--- src/rtl/adder_rr_scheduler_if.sv ---
// Requester-side bus for the shared adder scheduler.
//   req       : per-requester request level
//   a_in/b_in : packed operands, requester i at [i*WIDTH +: WIDTH]
//   gnt       : one-hot grant pulse
//   busy      : scheduler not idle
//   sum_out   : registered WIDTH+1-bit sum
//   sum_valid : one-cycle pulse qualifying sum_out/sum_id
//   sum_id    : requester index owning sum_out
// The master modport is the requester side; the slave modport is the scheduler.
interface adder_rr_scheduler_if #(
  parameter int NUM_REQ = 4,
  parameter int WIDTH   = 4,
  parameter int IDW     = $clog2(NUM_REQ)
);
  logic [NUM_REQ-1:0]       req;
  logic [NUM_REQ*WIDTH-1:0] a_in;
  logic [NUM_REQ*WIDTH-1:0] b_in;
  logic [NUM_REQ-1:0]       gnt;
  logic                     busy;
  logic [WIDTH:0]           sum_out;
  logic                     sum_valid;
  logic [IDW-1:0]           sum_id;

  modport master (
    output req, a_in, b_in,
    input  gnt, busy, sum_out, sum_valid, sum_id
  );

  modport slave (
    input  req, a_in, b_in,
    output gnt, busy, sum_out, sum_valid, sum_id
  );
endinterface

--- src/rtl/adder_rr_scheduler.sv ---
// Round-robin scheduler sharing one WIDTH-bit adder between NUM_REQ requesters.
// One operation is in flight at a time: IDLE (arbitrate, capture operands)
// -> EXEC (grant visible, add) -> DONE (result valid) -> IDLE.
// Ports:
//   clk : system clock, all logic on posedge
//   rst : synchronous active-high reset
//   bus : adder_rr_scheduler_if.slave (req/a_in/b_in in; gnt/busy/sum_out/
//         sum_valid/sum_id out)
module adder_rr_scheduler #(
  parameter int NUM_REQ = 4,
  parameter int WIDTH   = 4,
  parameter int IDW     = $clog2(NUM_REQ)
) (
  input logic                clk,
  input logic                rst,
  adder_rr_scheduler_if.slave bus
);

  typedef enum logic [1:0] {IDLE, EXEC, DONE} state_t;

  state_t state, state_nxt;

  logic [IDW-1:0]   ptr;
  logic [IDW-1:0]   cand;
  logic [IDW-1:0]   win_idx;
  logic             win_found;

  logic [WIDTH-1:0] op_a_p0;
  logic [WIDTH-1:0] op_b_p0;
  logic [WIDTH:0]   sum_p1;
  logic [IDW-1:0]   id_p1;
  logic             vld_p1;

  // Zero-extending add: the carry lands in the extra result bit.
  function automatic logic [WIDTH:0] add_ext(input logic [WIDTH-1:0] x,
                                             input logic [WIDTH-1:0] y);
    return {1'b0, x} + {1'b0, y};
  endfunction

  function automatic logic [NUM_REQ-1:0] onehot(input logic [IDW-1:0] k);
    logic [NUM_REQ-1:0] v;
    v = '0;
    v[k] = 1'b1;
    return v;
  endfunction

  // Search starts just after the last winner, so the previous winner has the
  // lowest priority on the next round.
  always_comb begin
    win_found = 1'b0;
    win_idx   = '0;
    cand      = '0;
    for (int i = 1; i <= NUM_REQ; i++) begin
      cand = IDW'((int'(ptr) + i) % NUM_REQ);
      if (!win_found && bus.req[cand]) begin
        win_found = 1'b1;
        win_idx   = cand;
      end
    end
  end

  always_ff @(posedge clk) begin
    if (rst) state <= IDLE;
    else     state <= state_nxt;
  end

  always_comb begin
    state_nxt = state;
    case (state)
      IDLE:    if (win_found) state_nxt = EXEC;
      EXEC:    state_nxt = DONE;
      DONE:    state_nxt = IDLE;
      default: state_nxt = IDLE;
    endcase
  end

  // ---- stage p0: operand capture at the IDLE->EXEC edge ----
  always_ff @(posedge clk) begin
    if (state == IDLE && win_found) begin
      op_a_p0 <= bus.a_in[win_idx*WIDTH +: WIDTH];
      op_b_p0 <= bus.b_in[win_idx*WIDTH +: WIDTH];
    end
  end

  // Pointer only moves on a grant; after the grant it names the owner of the
  // operation in flight, which EXEC uses for both gnt and the result tag.
  always_ff @(posedge clk) begin
    if (rst) begin
      ptr <= IDW'(NUM_REQ - 1);
    end else if (state == IDLE && win_found) begin
      ptr <= win_idx;
    end
  end

  // ---- stage p1: registered sum and tag, written on the EXEC->DONE edge ----
  // The result registers are cleared by reset because the visible outputs
  // must read zero after reset.
  always_ff @(posedge clk) begin
    if (rst) begin
      sum_p1 <= '0;
      id_p1  <= '0;
    end else if (state == EXEC) begin
      sum_p1 <= add_ext(op_a_p0, op_b_p0);
      id_p1  <= ptr;
    end
  end

  assign vld_p1 = (state == DONE);

  assign bus.gnt       = (state == EXEC) ? onehot(ptr) : '0;
  assign bus.busy      = (state != IDLE);
  assign bus.sum_out   = sum_p1;
  assign bus.sum_valid = vld_p1;
  assign bus.sum_id    = id_p1;

endmodule

--- src/flat_wrapper.sv ---
// flat-port wrapper written by rule: the top's interface ports become plain ports
module adder_rr_scheduler_flat 
#(
  parameter int NUM_REQ = 4,
  parameter int WIDTH   = 4,
  parameter int IDW     = $clog2(NUM_REQ)
)
  (clk, rst, bus_req, bus_a_in, bus_b_in, bus_gnt, bus_busy, bus_sum_out, bus_sum_valid, bus_sum_id);
  adder_rr_scheduler_if #(.NUM_REQ(NUM_REQ), .WIDTH(WIDTH), .IDW(IDW)) bus_i ();
  input logic clk;
  input logic rst;
  input wire logic [$bits(bus_i.req)-1:0] bus_req;
  input wire logic [$bits(bus_i.a_in)-1:0] bus_a_in;
  input wire logic [$bits(bus_i.b_in)-1:0] bus_b_in;
  output wire logic [$bits(bus_i.gnt)-1:0] bus_gnt;
  output wire logic [$bits(bus_i.busy)-1:0] bus_busy;
  output wire logic [$bits(bus_i.sum_out)-1:0] bus_sum_out;
  output wire logic [$bits(bus_i.sum_valid)-1:0] bus_sum_valid;
  output wire logic [$bits(bus_i.sum_id)-1:0] bus_sum_id;
  assign bus_i.req = bus_req;
  assign bus_i.a_in = bus_a_in;
  assign bus_i.b_in = bus_b_in;
  assign bus_gnt = bus_i.gnt;
  assign bus_busy = bus_i.busy;
  assign bus_sum_out = bus_i.sum_out;
  assign bus_sum_valid = bus_i.sum_valid;
  assign bus_sum_id = bus_i.sum_id;
  adder_rr_scheduler #(.NUM_REQ(NUM_REQ), .WIDTH(WIDTH), .IDW(IDW)) u_core (.clk(clk), .rst(rst), .bus(bus_i));
endmodule
--- config.mk ---
export PLATFORM = sky130hd
export DESIGN_NAME = adder_rr_scheduler_flat
export DESIGN_NICKNAME = d
export VERILOG_FILES = /design/src/rtl/adder_rr_scheduler_if.sv /design/src/rtl/adder_rr_scheduler.sv /design/src/flat_wrapper.sv
export SDC_FILE = /design/constraint.sdc
export NUM_CORES = 1
export LEC_CHECK = 0
export BUFFER_PORTS_ARGS = -buffer_cell sky130_fd_sc_hd__buf_2
export CELL_PAD_IN_SITES_DETAIL_PLACEMENT = 2
export CELL_PAD_IN_SITES_GLOBAL_PLACEMENT = 2
export CORE_AREA = 2 2 73 75
export DETAILED_ROUTE_END_ITERATION = 6
export DIE_AREA = 0 0 75 77
export GPL_TIMING_DRIVEN = 0
export PLACE_DENSITY_LB_ADDON = 0.15
export SLEW_MARGIN = 15
export SYNTH_ARGS = -nofsm -noshare
export SYNTH_HDL_FRONTEND = slang
export SYNTH_SLANG_ARGS = --single-unit
--- constraint.sdc ---
create_clock -name clk -period 3.4 [get_ports clk]
set_input_delay 1.02 -clock clk [delete_from_list [all_inputs] [get_ports clk]]
set_output_delay 1.02 -clock clk [all_outputs]
set_load 0.005 [all_outputs]
* Word-level counts from Yosys, hierarchy flattened
Cells that the tools add are included.
Operators by class: $add $sub $neg 5, order comparisons 6, shift-type cells 2, reductions and logical operators 10, equal/unequal tests 3, multiplexer cells 21
Operators with widths (count):
- 16-bit by 5-bit indexed part select with 4-bit output | 2
- 2-bit by 3-bit less-than comparator with 1-bit output (second input constant) | 5
- 2-bit two-way mux | 5
- 1-bit two-way mux | 9
- 1-bit binary-select mux with 2-bit select | 4
- 4-bit by 4-bit adder with 5-bit output | 1
- 1-bit logical AND | 5
- 2-bit by 1-bit adder with 2-bit output (second input constant) | 2
- 2-bit adder (second input constant) | 2
- 4-bit two-way mux | 1
- 2-bit one-hot mux with 2 select lines | 1
- 1-bit logical NOT | 3
- 1-bit demux with 2-bit select | 1
- 2-bit by 1-bit equality test with 1-bit output (second input constant) | 1
- 2-bit equality test (second input constant) | 1
- 2-bit by 1-bit >= comparator with 1-bit output (second input constant) | 1
- 2-bit logical NOT | 1
- 2-bit by 1-bit != test with 1-bit output (second input constant) | 1
- 2-bit nonzero test | 1
Word-level totals: register bits after elaboration 19, output and inout port bits 13, input port bits 38, logic and storage cells 53

* Depth between registers and ports, before layout
word-level depth 15, mapped depth 10, gate-level depth less buffers 8

* Worst setup path before layout
Ideal clock, no wire load.
kind input to register, from in bus_req[0], to reg u_core.op_b_p0[1], data pin, path buffers 2, cell stages on the path 7, slack 0.566 ns, arrival 2.571 ns, library setup time 0.263 ns, required time 3.137 ns, path through buf_2 mux4_2 a2bb2oi_4 a2bb2oi_4 buf_12 mux2i_1 mux2i_1
Between the ends: longest elaborated chain between the ends 13, elaborated cells on any way between the ends 22, those cells by class shift: 1; mux: 15; reduce/logical: 6
RTL lines:
- start, declared | RTL line flat_wrapper.sv:12 | input wire logic [$bits(bus_i.req)-1:0] bus_req;
- 1-bit binary-select mux with 2-bit select | RTL line adder_rr_scheduler.sv:55 | if (!win_found && bus.req[cand]) begin
- 1-bit two-way mux (implied by the code) | RTL line adder_rr_scheduler.sv:55
- 1-bit two-way mux | RTL line adder_rr_scheduler.sv:55
- 1-bit logical NOT | RTL line adder_rr_scheduler.sv:55
- 1-bit logical AND | RTL line adder_rr_scheduler.sv:55
- 1-bit two-way mux | RTL line adder_rr_scheduler.sv:55
- 1-bit logical NOT | RTL line adder_rr_scheduler.sv:55
- 1-bit logical AND | RTL line adder_rr_scheduler.sv:55
- 1-bit two-way mux | RTL line adder_rr_scheduler.sv:55
- 1-bit logical NOT | RTL line adder_rr_scheduler.sv:55
- 1-bit logical AND | RTL line adder_rr_scheduler.sv:55
- 2-bit two-way mux * | RTL line adder_rr_scheduler.sv:55
- 16-bit by 5-bit indexed part select with 4-bit output * | RTL line adder_rr_scheduler.sv:81 | op_b_p0 <= bus.b_in[win_idx*WIDTH +: WIDTH];
- end signal, assigned | RTL line adder_rr_scheduler.sv:81
- end, declared | RTL line adder_rr_scheduler.sv:29 | logic [WIDTH-1:0] op_b_p0;
Mark *: on every way between the ends. The rest lies on a longest branch, timed or not. The select of a mux whose other input is x is not followed. A chain may end at the register's enable or synchronous reset.

* Worst setup path in the final report
from reg u_core.ptr[1], to reg u_core.op_b_p0[1], data pin
Between the ends: longest elaborated chain between the ends 14, elaborated cells on any way between the ends 26, those cells by class add/sub: 4; shift: 1; mux: 15; reduce/logical: 6
RTL lines:
- start, declared | RTL line adder_rr_scheduler.sv:23 | logic [IDW-1:0] ptr;
- start signal, assigned | RTL line adder_rr_scheduler.sv:89 | ptr <= IDW'(NUM_REQ - 1);
- start signal, assigned | RTL line adder_rr_scheduler.sv:91 | ptr <= win_idx;
- 2-bit by 1-bit adder with 2-bit output | RTL line adder_rr_scheduler.sv:54 | cand = IDW'((int'(ptr) + i) % NUM_REQ);
- 1-bit binary-select mux with 2-bit select | RTL line adder_rr_scheduler.sv:55
- 1-bit two-way mux (implied by the code) | RTL line adder_rr_scheduler.sv:55
- 1-bit two-way mux | RTL line adder_rr_scheduler.sv:55
- 1-bit logical NOT | RTL line adder_rr_scheduler.sv:55
- 1-bit logical AND | RTL line adder_rr_scheduler.sv:55
- 1-bit two-way mux | RTL line adder_rr_scheduler.sv:55
- 1-bit logical NOT | RTL line adder_rr_scheduler.sv:55
- 1-bit logical AND | RTL line adder_rr_scheduler.sv:55
- 1-bit two-way mux | RTL line adder_rr_scheduler.sv:55
- 1-bit logical NOT | RTL line adder_rr_scheduler.sv:55
- 1-bit logical AND | RTL line adder_rr_scheduler.sv:55
- 2-bit two-way mux * | RTL line adder_rr_scheduler.sv:55
- 16-bit by 5-bit indexed part select with 4-bit output * | RTL line adder_rr_scheduler.sv:81
Marks and branches as above.

==> metrics.txt <==
Fin Hold WS=462 ps; Synth Net Count=190; Port Buffer Count=between 40 and 50; setup TNS=0 ps; Slew headroom=0.447; P_leak=0.865 nW; r2r endpoint=u_core.op_b_p0[1]; VDD IR max=0.335 mV; clk_lat worst skew=260 ps; antenna violations before repair=0; vias in the first global route=1,379; Critical Path AT=3000 ps; RD Place Congestion=0.720; CP Capture Type=flip-flop; GRT Util Overall=0.148; Worst Hold Endpoint=u_core.bus.sum_id[1]; Post-Synthesis Cells=143; total grt overflow=0; synthesized cell area=between 1000 and 1500 µm²; final core utilization=0.358; Remaining DRCs=0; TritonCTS Buffers=3; Setup violations, final=0; clk_skew=roughly 1.2 ps; vias per inst=4.64; flops & latches, synth=19; P per Cell Area=931 nW/µm²; Clk pin slew, worst setup/hold paths=70 ps; Initial Util=0.282; critical path peak fanout=10; fin crit share=0.884; status=finished clean; Mean Syn Cell Area=9.81 µm²; slack of the critical path=396 ps; Hold Path Stages=2; Max Slew Vio Count=0; Final Hold Vio Count=0; Synth area leaders=mux2i_1, edfxtp_1, dfxtp_1, ha_1, a2bb2oi_4; Max Root-Sink Buffers=2; post-CTS setup buffers=0; core area=between 4000 and 5000 µm²; Min-Delay Path Class=reg -> reg; Max H-tree Level=1; Avg WL per Cell=14.7 µm; via count=1,233; pre-CTS setup slack=255 ps; die width=75 µm; Nets=roughly 240; Worst R2R Path Depth=10; f_max=roughly 330 MHz; Design Area, Final=1780 µm²; Worst Tran Pin Value=827 ps; Seq/Total Area, Yosys=0.328; drt total wl=slightly below 4 mm; die area=5780 µm²; Iter 0 DRT Violations=20; post-route ant nets=0; Post-DP Area=approximately 1700 µm²; Area growth syn-to-layout=26.9%; post-synth top area share=0.178; r2r setup slk=just under 400 ps; critical path type=reg -> reg; Worst Path Required=~3400 ps; Ant. Diodes=0; first-pass GRT wire length=6.66 mm; reg-to-reg startpoint=u_core.ptr[1]; clk sinks=19; HP Start=u_core.bus.sum_id[1]; MaxCap Viol Count=0; post-cts sizing count=0; largest net degree at the start of global routing=11; area leader, netlist=mux2i_1; Setup crit start kind=flip-flop; synth unique cells=33; num rows=26; # IOs=51; DRT Pass-1 Iters=2; layout cell share with drive strength beyond 1=0.332; RSZ-0062 raised after global routing=false; synth warn=0; CTS tree=done; fin crit period=~3000 ps; hold buffer count at CTS=0; Die Span Y=around 77 µm; Root Buffer=clkbuf_8; detailed placement HPWL=3.33 mm
worst max-delay path by stage:
| stage | to | start | cells after the start | slack (ps) |
|---|---|---|---|---|
| after CTS | u_core.op_b_p0[1] | u_core.ptr[1] | 10 | 360 |
| after global placement | u_core.op_a_p0[2] | bus_req[0] | 7 | 380 |
| final | u_core.op_b_p0[1] | u_core.ptr[1] | 10 | 400 |
| after detailed placement | u_core.op_b_p0[1] | bus_req[0] | 7 | 250 |
| after global routing | u_core.op_b_p0[1] | u_core.ptr[1] | 10 | 170 |
| after floorplan | u_core.op_b_p0[1] | bus_req[0] | 7 | 570 |
power by group:
part           internal, mW  switching, mW
Combinational         0.546          0.555
Clock                0.0834         0.0764
Sequential            0.355         0.0423
Total                 0.985          0.674
synth_stat cells (all sizes together):
library cell,n
mux2i,26
nand2,14
nor2,12
dfxtp,11
a21oi,10
edfxtp,8
ha,8
buf,6
inv,5
nor3,5
and2,4
a211oi,3
clkbuf,3
nand2b,3
nor2b,3
o21ai,3
a22oi,2
a2bb2oi,2
and3,2
mux2,2
o31ai,2
or2,2
xnor2,2
a211o,1
a21o,1
fa,1
mux4,1
or3b,1
through the flow:
stage / power (mW) / instances
5_1_grt: 1.81 / 266
3_5_place_dp: 1.53 / 262
3_3_place_gp: 1.46 / 262
2_1_floorplan: 1.26 / 143
6_report: 1.66 / 266
4_1_cts: 1.69 / 266
layout make-up:
cell class	count	area, µm²
fillers	565	3200
multi-input cells	110	861
flip-flops and latches	19	460
repair buffers	49	245
well taps	70	87.6
plain buffers	9	62.6
clock buffers	4	45.0
inverters	5	18.8
placed cells by master (no fill, tap or decap), drive strengths merged, types with 5 or more instances in the layout:
cell type	n
a21oi	10
buf	55
clkbuf	7
dfxtp	11
edfxtp	8
ha	8
inv	5
mux2i	26
nand2	14
nor2	12
nor3	5
cells by family after synthesis:
logic type	share of synthesized area
AO/OA/AOI/OAI	0.133
XOR/XNOR	0.0125
adder cells (fa/ha/maj)	0.0856
buffers and inverters	0.0580
flip-flops	0.328
multiplexers	0.227
AND/OR/NAND/NOR	0.156
state kept, by name, summed over array words and instances, names as in the netlist:
name                flops
u_core.bus.sum_out      5
u_core.op_a_p0          4
u_core.op_b_p0          4
u_core.bus.sum_id       2
u_core.ptr              2
u_core.state            2
per-layer routing:
metal / routed length [µm] / vias up / GRT usage
li1: - / 612 / -
met1: 1750 / 577 / 0.187
met2: 1990 / 41 / 0.260
met3: 153 / 3 / 0.0131
met4: 25 / 0 / 0.0429
met5: 0 / - / 0
worst max-delay path: stages (launching register included):
cell,delay [ps]
dfxtp_1,370
buf_2,230
inv_1,160
ha_1,430
nand2b_1,130
and3_1,270
a2bb2oi_4,220
a2bb2oi_4,370
buf_12,200
mux2i_1,250
mux2i_1,110
Note: power is estimated with default switching activity, not from simulation.
